--- config.mk ---
export PLATFORM = sky130hd
export DESIGN_NAME = downcounter
export DESIGN_NICKNAME = d
export VERILOG_FILES = /design/src/rtl/downcounter.sv
export SDC_FILE = /design/constraint.sdc
export NUM_CORES = 1
export LEC_CHECK = 0
export CELL_PAD_IN_SITES_DETAIL_PLACEMENT = 0
export CELL_PAD_IN_SITES_GLOBAL_PLACEMENT = 2
export CORE_MARGIN = 2
export CORE_UTILIZATION = 25
export DETAILED_ROUTE_END_ITERATION = 8
export MAX_ROUTING_LAYER = met4
export PLACE_DENSITY_LB_ADDON = 0.1
export SLEW_MARGIN = 20
export SYNTH_ARGS = -nofsm -noshare
export SYNTH_HDL_FRONTEND = slang
export SYNTH_SLANG_ARGS = --single-unit
export TNS_END_PERCENT = 10
--- constraint.sdc ---
create_clock -name clk -period 2.65 [get_ports clk]
set_input_delay 0.795 -clock clk [delete_from_list [all_inputs] [get_ports clk]]
set_output_delay 0.795 -clock clk [all_outputs]
set_load 0.02 [all_outputs]
--- src/rtl/downcounter.sv ---
// Loadable saturating down-counter with valid/ready start-value interface and one-cycle done pulse.
// Optional auto-reload restart from the last loaded value: define DOWNCOUNTER_AUTORELOAD_EN.
//
// state | meaning
// IDLE  | waiting for a start value, count held at 0, load_ready high unless abort
// RUN   | counting down while enable is high, count always >= 1
// DONE  | expiry cycle, done high for exactly this cycle
module downcounter #(
  parameter int COUNT_BITS = 3
) (
  input  logic                  clk,
  input  logic                  resetn,
  input  logic                  enable,
  input  logic                  abort,
  input  logic                  load_valid,
  input  logic [COUNT_BITS-1:0] load_value,
  output logic                  load_ready,
  output logic [COUNT_BITS-1:0] count,
  output logic                  busy,
  output logic                  done,
  output logic                  min_tick
);

  localparam logic [COUNT_BITS-1:0] CNT_ONE = COUNT_BITS'(1);

  typedef enum logic [1:0] {
    ST_IDLE = 2'd0,
    ST_RUN  = 2'd1,
    ST_DONE = 2'd2
  } state_t;

  state_t                  state;
  state_t                  state_nxt;
  logic [COUNT_BITS-1:0]   count_nxt;
  logic                    load_fire;

  assign load_ready = (state == ST_IDLE) && !abort;
  assign load_fire  = load_valid && load_ready;

`ifdef DOWNCOUNTER_AUTORELOAD_EN
  logic [COUNT_BITS-1:0] reload_q;

  always_ff @(posedge clk or negedge resetn) begin
    if (!resetn) begin
      reload_q <= '0;
    end else if (load_fire) begin
      reload_q <= load_value;
    end
  end
`endif

  always_ff @(posedge clk or negedge resetn) begin
    if (!resetn) begin
      state <= ST_IDLE;
      count <= '0;
    end else begin
      state <= state_nxt;
      count <= count_nxt;
    end
  end

  always_comb begin
    state_nxt = state;
    count_nxt = count;
    if (abort) begin
      state_nxt = ST_IDLE;
      count_nxt = '0;
    end else begin
      case (state)
        ST_IDLE: begin
          count_nxt = '0;
          if (load_fire) begin
            if (load_value != '0) begin
              state_nxt = ST_RUN;
              count_nxt = load_value;
            end else begin
              state_nxt = ST_DONE;
            end
          end
        end
        ST_RUN: begin
          if (enable) begin
            // RUN never holds 0; the <= guard keeps the counter from wrapping
            if (count <= CNT_ONE) begin
              state_nxt = ST_DONE;
              count_nxt = '0;
            end else begin
              count_nxt = count - CNT_ONE;
            end
          end
        end
        ST_DONE: begin
`ifdef DOWNCOUNTER_AUTORELOAD_EN
          if (reload_q != '0) begin
            state_nxt = ST_RUN;
            count_nxt = reload_q;
          end else begin
            state_nxt = ST_DONE;
            count_nxt = '0;
          end
`else
          state_nxt = ST_IDLE;
          count_nxt = '0;
`endif
        end
        default: begin
          state_nxt = ST_IDLE;
          count_nxt = '0;
        end
      endcase
    end
  end

  assign done     = (state == ST_DONE);
  assign busy     = (state != ST_IDLE);
  assign min_tick = (count == '0);

endmodule

; ---- Word-level counts from Yosys, hierarchy flattened
; Cells that the tools add are included.
[word_totals]
ff_bits = 5
elab_cells = 29
output_inout_bits = 7
[op_classes]
reduce_logical = 8
n_eq_ne = 5
magnitude_cmp = 1
add_sub_neg = 1
mux = 12
[op_table]
columns = operator, count
row1 = two-way mux 3 bit, 5
row2 = two-way mux 2 bit, 5
row3 = != test 3 bit (second input constant), 3
row4 = case mux 3 bit (2 select lines), 1
row5 = case mux 2 bit (2 select lines), 1
row6 = less-or-equal comparator 3 x 1 -> 1 bit (second input constant), 1
row7 = zero test 3 bit, 1
row8 = AND reduction 3 bit, 1
row9 = nonzero test 3 bit, 1
row10 = subtractor 3 x 1 -> 3 bit (second input constant), 1
row11 = == test 2 x 1 -> 1 bit (second input constant), 1
row12 = == test 2 bit (second input constant), 1
row13 = logical AND 1 bit, 2
row14 = zero test 2 bit, 1
row15 = nonzero test 2 bit, 1
row16 = zero test 1 bit, 1

; ---- Depth between registers and ports, before layout
; Gate-level depths: netlist of run 1.
[depth]
depth_word = 6
ltp_mapped = 5
mapped_depth_nobuf = 5

; ---- Least setup slack after synthesis of run 1
; Ideal clock, no wire load.
[synth_path]
kind = input -> output
startpoint = input abort
endpoint = output load_ready
arrival_ps = 1386
n_path_buf = 0
path_slack_ps = 469
cell_stages = 2
cell_sequence = or2_2 > nor2_1
[synth_via]
elab_chain_len = 2
[synth_lines]
columns = item, line_no
row1 = start: declaration, 14  ; input logic abort,
row2 = zero test 1 bit, 37  ; assign load_ready = (state == ST_IDLE) && !abort;
row3 = logical AND 1 bit, 37
row4 = end: declaration, 17  ; output logic load_ready,
; Every way passes these cells.

; ---- Worst setup path in the final report of run 1
; Same ends and word-level chain as after synthesis.

==> run metrics, run 1 <==
hold buffers post-CTS 0; vias post-DR ~400; Nets 76; clk root buf clkbuf_4; Ant. Diodes 0; Final Hold Viols 0; area delta synth->final 45.9%; Max Cap Viol 0; outcome finished, final reports clean; Post-synth EDFFs 0; Worst-Skew Late Latency 0.24 ns; router iterations before antenna repair 2; vias in the first global route 388; WL per Instance 12.7 um; layout cell share with drive strength beyond 1 0.156; worst slack at placement -0.369 ns; CTS resizes 4; setup ws final 0.0881 ns; CP max-delay cell clkdlybuf4s50_1; fin crit share 0.967; Crit. End Element output port; fin crit period 2.56 ns; combinational fraction of design power 0.328; Net Sw Frac 0.312; Buf/Inv on CP 2; Final ANT Viol Nets 0; Reg clk slew, reported paths ~0.04 ns; Internal between 0.00015 and 0.0002 W; drt total wl 1.02 mm; crit path max fanout 2; total setup violations reported at the end of the flow 0; Syn Inst Count between 40 and 50; clock sink count 5; Crit Reg-Reg Startpoint count[1]; startpoint types primary input; FILL cells 159; class of the worst hold path reg -> reg; Net Sw Power 0.0000846 W; Hold Crit Depth 2; Worst VDD drop 0.163 mV; Reg power frac 0.344; first-pass GRT wire length between 1.5 and 2 mm; grt total ovfl 0; syn_nets between 50 and 60; Hold Crit Start count[2]; Commonest cells post-synth dfrtp_1, nor2b_1, ha_1, inv_1, o21ai_1; CORE AREA 0.00152 sq mm; Clock power frac 0.328; ys async rst share 1.00; GRT Total Usage 0.122; Core Rows 14; Post-Syn Area just over 400 sq um; final setup skew approximately 0.0028 ns; LEAKAGE 0.253 nW; postcts setup bufs 0; Synth area leaders dfrtp_1, ha_1, nor2b_1; clock buffer count from CTS 3; height of the die 44.6 um; syn_area_per_cell 9.15 sq um; Placer Congestion around 0.75; via-per-instance ratio 5.03; Pins Over Slew Limit 0; I/O pin cnt 15; kind of critical path in -> out; Hold Slack 0.669 ns; worst-path cell chain clkdlybuf4s50_1 -> or2_2 -> nor2_1 -> buf_2; initial DRC count 2; count leader, synth dfrtp_1; fmax 0.390 GHz; reg-to-reg critical path endpoint state[1]; Netlist cell types 27; CP top delay family buffers and inverters; worst reg2reg setup slack 1.22 ns; synthesized flop and latch total 5; CP required 1.86 ns; delay of the slowest critical-path stage 0.41 ns; Synth Flop Type dfrtp_1; FF-to-FF path depth 5; worst slew pin tran 0.421 ns; hold endpoint count[2]; Critical Path AT 1.77 ns; Synth top area share 0.304; H-tree depth 1; TritonCTS clock tree yes; worst rel slew slack 0.719; die width 44.6 um; pin count of the biggest net entering global routing 16; port bufs 14; initial antenna violation count 0; effective utilization at floorplan 0.270; share of the yosys chip area belonging to registers 0.304; Max Buffers Root-to-Sink 2; DRC viols 0; Die ar. 0.00199 sq mm; DP HPWL approximately 800 um; leading area contributor after synthesis dfrtp_1; pwr/cell area 452 mW/mm^2; unrepaired setup endpoints after global routing false; Ys Warns 0; total power ~0.00027 W
## per-layer routing
| layer | up-vias | share of wire | GRT usage |
|---|---|---|---|
| met4 | 0 | 0 | 0.0364 |
| met5 | - | 0 | - |
| met3 | 0 | 0.072 | 0.0776 |
| li1 | 202 | - | - |
| met2 | 13 | 0.44 | 0.183 |
| met1 | 187 | 0.49 | 0.133 |
## registers in the layout (all words and copies together), names as in the netlist
name and count:
count 3, state 2
## cell type report
type	instances	area [sq um]	share of cell area
Clock buffer	4	26.3	0.0438
Tap cell	16	20.0	0.0333
Inverter	3	11.3	0.0188
Sequential cell	5	125	0.208
Multi-Input combinational cell	36	268	0.446
Timing Repair Buffer	16	150	0.250
## worst reg2reg max path, stage by stage (launching register included)
cell,delay [ns]
dfrtp_1,0.41
inv_1,0.10
ha_1,0.21
o21ba_1,0.29
nor3b_2,0.06
o221a_1,0.23
## logic make-up after synthesis
| kind of cell | count (synthesis) | share of synthesized area |
|---|---|---|
| DFF | 5 | 0.304 |
| and+or+nand+nor | 19 | 0.322 |
| buffers and inverters | 4 | 0.0456 |
| AOI/OAI and AO/OA | 14 | 0.237 |
| adders and majority gates | 3 | 0.0912 |
## per-stage QoR
step | std cells | TNS, ns | utilization | area, sq um
floorplan | 45 | 0 | - | 412
global placement | 76 | -0.369 | 0.380 | 579
global route | 80 | 0 | 0.394 | 601
finish | 80 | 0 | 0.394 | 601
detailed placement | 76 | -0.369 | 0.380 | 579
CTS | 80 | 0 | 0.394 | 601
## cell usage in the layout (no fill, tap or decap), drive strengths merged, types with 2 or more instances in the layout
cell           instances
nand2                  2
nor2b                  4
o21ai                  4
clkdlybuf4s50         13
o21a                   2
dfrtp                  5
or2                    2
inv                    3
a21oi                  2
o211ai                 2
nor2                   2
buf                    3
ha                     3
clkbuf                 4
## worst max path at each step
stage,start,endpoint,slack (ns),cells after the start
2_1_floorplan,abort,load_ready,0.47,2
3_3_place_gp,abort,load_ready,-0.37,4
3_5_place_dp,abort,load_ready,-0.37,4
5_1_grt,abort,load_ready,0.04,4
4_1_cts,abort,load_ready,0.08,4
6_report,abort,load_ready,0.09,4
## power groups by stage
stage	combinational [W]	sequential, W	clock, W
2_1_floorplan	0.0000488	0.0000928	0
3_3_place_gp	0.0000900	0.0000939	0
3_5_place_dp	0.0000911	0.0000944	0
4_1_cts	0.0000899	0.0000932	0.0000955
5_1_grt	0.0000972	0.0000947	0.0000999
6_report	0.0000889	0.0000933	0.0000890
Power figures use the tool's default switching activity.
==> run 2: changes to the inputs <==
- GPL_ROUTABILITY_DRIVEN: unset -> 1
- RECOVER_POWER: unset -> 25
==> run 2 against run 1 <==
Clock skew stayed put; maximum frequency did not move; critical endpoint unchanged; cell area unchanged; cell count stayed put.
==> run metrics, run 2 (synthesis gave the netlist of run 1 again) <==
Nets 76 (unchanged); worst slew pin tran 0.421 ns (unchanged); die width 44.6 um (unchanged); TritonCTS clock tree yes (unchanged); pwr/cell area 451 mW/mm^2 (was 452 mW/mm^2); fin crit share 0.967 (unchanged); router iterations before antenna repair 2 (unchanged); commonest cells after routing, fill and taps aside clkdlybuf4s50_1, dfrtp_1, nor2b_1 (unchanged); Ant. Diodes 0 (unchanged); fin crit period 2.56 ns (unchanged); CP required 1.86 ns (about the same); effective utilization at floorplan 0.270 (unchanged); first-pass GRT wire length 1.63 mm (unchanged); via-per-instance ratio 5.03 (unchanged); initial DRC count 2 (unchanged); drt total wl 1.02 mm (unchanged); clk root buf clkbuf_4 (unchanged); pin count of the biggest net entering global routing 16 (unchanged); final setup skew 0.00283 ns (unchanged); I/O pin cnt 15 (unchanged); crit path max fanout 2 (unchanged); kind of critical path in -> out (unchanged); CP max-delay cell clkdlybuf4s50_1 (unchanged); Max Cap Viol 0 (unchanged); DRC viols 0 (unchanged); Largest regs count (3), state (2) (unchanged); postcts setup bufs 0 (unchanged); Critical Path AT 1.77 ns (about the same); port bufs 14 (unchanged); vias post-DR 402 (unchanged); startpoint types primary input (unchanged); Core Rows 14 (unchanged); GRT Total Usage 0.122 (unchanged); post-route cell area 601 sq um (unchanged); grt total ovfl 0 (unchanged); Die ar. 0.00199 sq mm (unchanged); Setup TNS 0 ns (unchanged); vias in the first global route 388 (unchanged); commonest non-fill, non-tap cell in the layout clkdlybuf4s50_1 (unchanged); initial antenna violation count 0 (unchanged); Reg clk slew, reported paths 0.04 ns (about the same); total setup violations reported at the end of the flow 0 (unchanged); Largest Register count (unchanged); CORE AREA 0.00152 sq mm (unchanged); Final ANT Viol Nets 0 (unchanged); class of the worst hold path reg -> reg (unchanged); Placer Congestion 0.751 (unchanged); unrepaired setup endpoints after global routing false (unchanged); area delta synth->final 45.9% (unchanged); Max Buffers Root-to-Sink 2 (unchanged); delay of the slowest critical-path stage 0.41 ns (about the same); layout cell share with drive strength beyond 1 0.156 (unchanged); Pins Over Slew Limit 0 (unchanged); Worst VDD drop 0.163 mV (about the same); Final Hold Viols 0 (unchanged); LEAKAGE 0.253 nW (about the same); clock buffer count from CTS 3 (unchanged); fmax 0.390 GHz (unchanged); height of the die 44.6 um (unchanged); Largest register FFs 3 (unchanged); Post-DP Area 579 sq um (unchanged); worst rel slew slack 0.719 (unchanged); outcome finished, final reports clean (unchanged); fin util 0.394 (unchanged); WL per Instance 12.7 um (unchanged); DP HPWL 799 um (unchanged); H-tree depth 1 (unchanged); Worst-Skew Late Latency 0.24 ns (about the same); worst-path cell chain clkdlybuf4s50_1 -> or2_2 -> nor2_1 -> buf_2 (unchanged); Crit. End Element output port (unchanged); clock sink count 5 (unchanged)
[run 2: cell types whose count changed in the layout (fill, tap and decap cells not counted), sizes merged]
cell,delta
dlygate4sd3,+1
clkdlybuf4s50,-1
[run 2: final cells by class]
type	count	area (sq um)
clock buffer	4	26.3
multi-input combinational	36	268
inverter	3	11.3
tap	16	20.0
fill	159	923
timing repair buffer	16	150
sequential	5	125
[run 2: timing repair]
item | in CTS | in global routing
hold buffers | 0 | 0
endpoints found under the setup margin | 1 | 0
resized for setup | 4 | 0
[run 2: layer usage]
layer / global-route usage / vias to the layer above / routed length [um]
met5: - / - / 0
met4: 0.0364 / 0 / 0
met3: 0.0776 / 0 / 76
met2: 0.183 / 13 / 445
met1: 0.133 / 187 / 498
li1: - / 202 / -
[run 2: critical path: cells and delay by family]
| kind | cells | cell delay [ns] |
|---|---|---|
| buf+inv | 2 | 0.58 |
| simple gates | 2 | 0.39 |
[run 2: final timing paths]
| check | start | to | slack [ns] | depth (start not counted) |
|---|---|---|---|---|
| max | abort | load_ready | 0.09 | 4 |
| max in group asynchronous | resetn | count[1] | 1.57 | 1 |
| min reg2reg | count[2] | count[2] | 0.67 | 2 |
| max reg2reg | count[1] | state[1] | 1.22 | 5 |
| min in group asynchronous | resetn | state[1] | 0.86 | 1 |
| min | count[2] | count[2] | 0.67 | 2 |
[run 2: power breakdown]
| group | leakage (nW) | internal, W | switching, W |
|---|---|---|---|
| combinational | 0.171 | 0.0000476 | 0.0000410 |
| sequential | 0.0674 | 0.0000817 | 0.0000116 |
| clock | 0.0150 | 0.0000570 | 0.0000320 |
[run 2: through the flow]
| stage | power (W) | setup slack, ns | cells | hold WS, ns |
|---|---|---|---|---|
| detailed placement | 0.000185 | -0.369 | 76 | 0.665 |
| floorplan | 0.000142 | 0.469 | 45 | 0.499 |
| global route | 0.000292 | 0.0373 | 80 | 0.701 |
| global placement | 0.000184 | -0.369 | 76 | 0.647 |
| CTS | 0.000279 | 0.0798 | 80 | 0.673 |
| finish | 0.000271 | 0.0881 | 80 | 0.669 |
==> run 3: changes to the inputs <==
- CELL_PAD_IN_SITES_DETAIL_PLACEMENT: 0 -> unset
- CELL_PAD_IN_SITES_GLOBAL_PLACEMENT: 2 -> unset
- CORE_AREA: unset -> 2 2 39 41
- CORE_MARGIN: 2 -> unset
- CORE_UTILIZATION: 25 -> unset
- DIE_AREA: unset -> 0 0 41 43
- PLACE_DENSITY_LB_ADDON: 0.1 -> unset
- REMOVE_ABC_BUFFERS: unset -> 1
==> run 3 against run 2 <==
Non-clock buffer count grew 1; core utilization up 4.5 points; sequential share of layout area shrank 0.26 points; clock-buffer cell count unchanged; highest routed layer is now met4; critical path type unchanged; register-to-register slack improved by 0.03 ns; hold slack improved by 0.0050 ns; largest cell class unchanged; setup slack better by 0.0090 ns.
==> run metrics, run 3 (synthesis gave the netlist of run 1 again) <==
unrepaired setup endpoints after global routing false (unchanged); Buf/Inv on CP 2 (unchanged); final setup skew 0.00108 ns (was 0.00283 ns); vias in the first global route 413 (was 388); LEAKAGE 0.259 nW (was 0.253 nW); met2 Use GR 0.228 (was 0.183); delay of the slowest critical-path stage 0.41 ns (about the same); Ant. Diodes 0 (unchanged); initial antenna violation count 0 (unchanged); Reg clk slew, reported paths 0.04 ns (about the same); hold buffers post-CTS 0 (unchanged); worst slack at placement -0.354 ns (was -0.369 ns); area delta synth->final 47.7% (was 45.9%); die width 41 um (was 44.6 um); initial DRC count 2 (unchanged); height of the die 43 um (was 44.6 um); kind of critical path in -> out (unchanged); pin count of the biggest net entering global routing 14 (was 16); Largest register FFs 3 (unchanged); Setup TNS 0 ns (unchanged); Final ANT Viol Nets 0 (unchanged); fmax 0.392 GHz (was 0.390 GHz); Critical Path AT 1.76 ns (was 1.77 ns); CP top delay family buffers and inverters (unchanged); via-per-instance ratio 4.93 (was 5.03); total setup violations reported at the end of the flow 0 (unchanged); global routing usage on met3 0.0157 (was 0.0776); met1 Usage GRT 0.149 (was 0.133); setup ws final 0.0971 ns (was 0.0881 ns); Final Hold Viols 0 (unchanged); Nets 77 (was 76); worst rel slew slack 0.825 (was 0.719); TritonCTS clock tree yes (unchanged); layout cell share with drive strength beyond 1 0.169 (was 0.156); DRC viols 0 (unchanged); pwr/cell area 443 mW/mm^2 (was 451 mW/mm^2); commonest non-fill, non-tap cell in the layout clkdlybuf4s50_1 (unchanged); CORE AREA 0.00138 sq mm (was 0.00152 sq mm); grt total ovfl 0 (unchanged); GRT Total Usage 0.138 (was 0.122); router iterations before antenna repair 4 (was 2); effective utilization at floorplan 0.297 (was 0.270); Max Cap Viol 0 (unchanged); clk root buf clkbuf_4 (unchanged); crit path max fanout 2 (unchanged); I/O pin cnt 15 (unchanged); clock sink count 5 (unchanged); Crit. End Element output port (unchanged); class of the worst hold path reg -> reg (unchanged); clock buffer count from CTS 3 (unchanged); DP HPWL 782 um (was 799 um); H-tree depth 1 (unchanged); fin util 0.439 (was 0.394); drt total wl 948 um (was 1.02 mm); vias post-DR 399 (was 402); FILL cells 151 (was 159); Placer Congestion 0.751 (about the same); worst-path cell chain clkdlybuf4s50_1 -> or2_2 -> nor2_1 -> buf_2 (unchanged); Pins Over Slew Limit 0 (unchanged); WL per Instance 11.7 um (was 12.7 um); outcome finished, final reports clean (unchanged); commonest cells after routing, fill and taps aside clkdlybuf4s50_1, dfrtp_1, nor2b_1 (unchanged); port bufs 14 (unchanged); postcts setup bufs 0 (unchanged); Largest Register count (unchanged); Worst-Skew Late Latency 0.24 ns (about the same); fin crit share 0.963 (was 0.967); fin crit period 2.55 ns (was 2.56 ns); CP max-delay cell clkdlybuf4s50_1 (unchanged); Core Rows 14 (unchanged); CTS resizes 4 (unchanged); first-pass GRT wire length 1.62 mm (was 1.63 mm); worst slew pin tran 0.261 ns (was 0.421 ns); Largest regs count (3), state (2) (unchanged); Die ar. 0.00176 sq mm (was 0.00199 sq mm); CP required 1.86 ns (about the same); Most Crowded Layer GR met2 (unchanged); Worst VDD drop 0.109 mV (was 0.163 mV); Max Buffers Root-to-Sink 2 (unchanged); startpoint types primary input (unchanged)
## run 3: changes by cell type in the layout (fill, tap and decap cells not counted), sizes merged
cell  delta
buf      +1
## run 3: layer usage
metal	up-vias	part of all wire	wire, um
met5	-	0	0
met4	0	0.018	17
met3	4	0.046	44
met2	12	0.51	483
met1	179	0.42	402
li1	204	-	-
## run 3: where the power goes
part	switching (W)	internal, W	leakage, nW	total, W
Clock	0.0000302	0.0000569	0.0150	0.0000870
Combinational	0.0000444	0.0000492	0.176	0.0000936
Sequential	0.00000715	0.0000818	0.0674	0.0000890
## run 3: through the flow
stage,total power (W),instance area (sq um),hold WS (ns),instances
after floorplan,0.000140,404,0.499,44
after global placement,0.000185,587,0.673,77
after detailed placement,0.000187,587,0.669,77
after CTS,0.000273,608,0.680,81
after global routing,0.000290,608,0.733,81
final,0.000270,608,0.674,81
## run 3: worst paths after layout
| kind | from | end | slack [ns] | depth (start not counted) |
|---|---|---|---|---|
| max | abort | load_ready | 0.1 | 4 |
| min | state[0] | count[0] | 0.67 | 2 |
| max reg2reg | count[1] | state[1] | 1.25 | 5 |
| min reg2reg | state[0] | count[0] | 0.67 | 2 |
| max in group asynchronous | resetn | count[1] | 1.63 | 1 |
| min in group asynchronous | resetn | state[1] | 0.84 | 1 |
## run 3: layout make-up
| type | instances | area (sq um) | area share |
|---|---|---|---|
| Clock buffer | 4 | 26.3 | 0.0432 |
| Inverter | 3 | 11.3 | 0.0185 |
| Multi-Input combinational cell | 36 | 268 | 0.440 |
| Sequential cell | 5 | 125 | 0.206 |
| Tap cell | 16 | 20.0 | 0.0329 |
| Timing Repair Buffer | 17 | 158 | 0.259 |
## run 3: worst reg2reg max path: cells and delay by family, from the launching register on
kind                       cells  cell delay, ns
AOI/OAI and AO/OA              2            0.52
and+or+nand+nor                1            0.06
DFF                            1            0.40
adders and majority gates      1            0.20
buffers and inverters          1            0.10
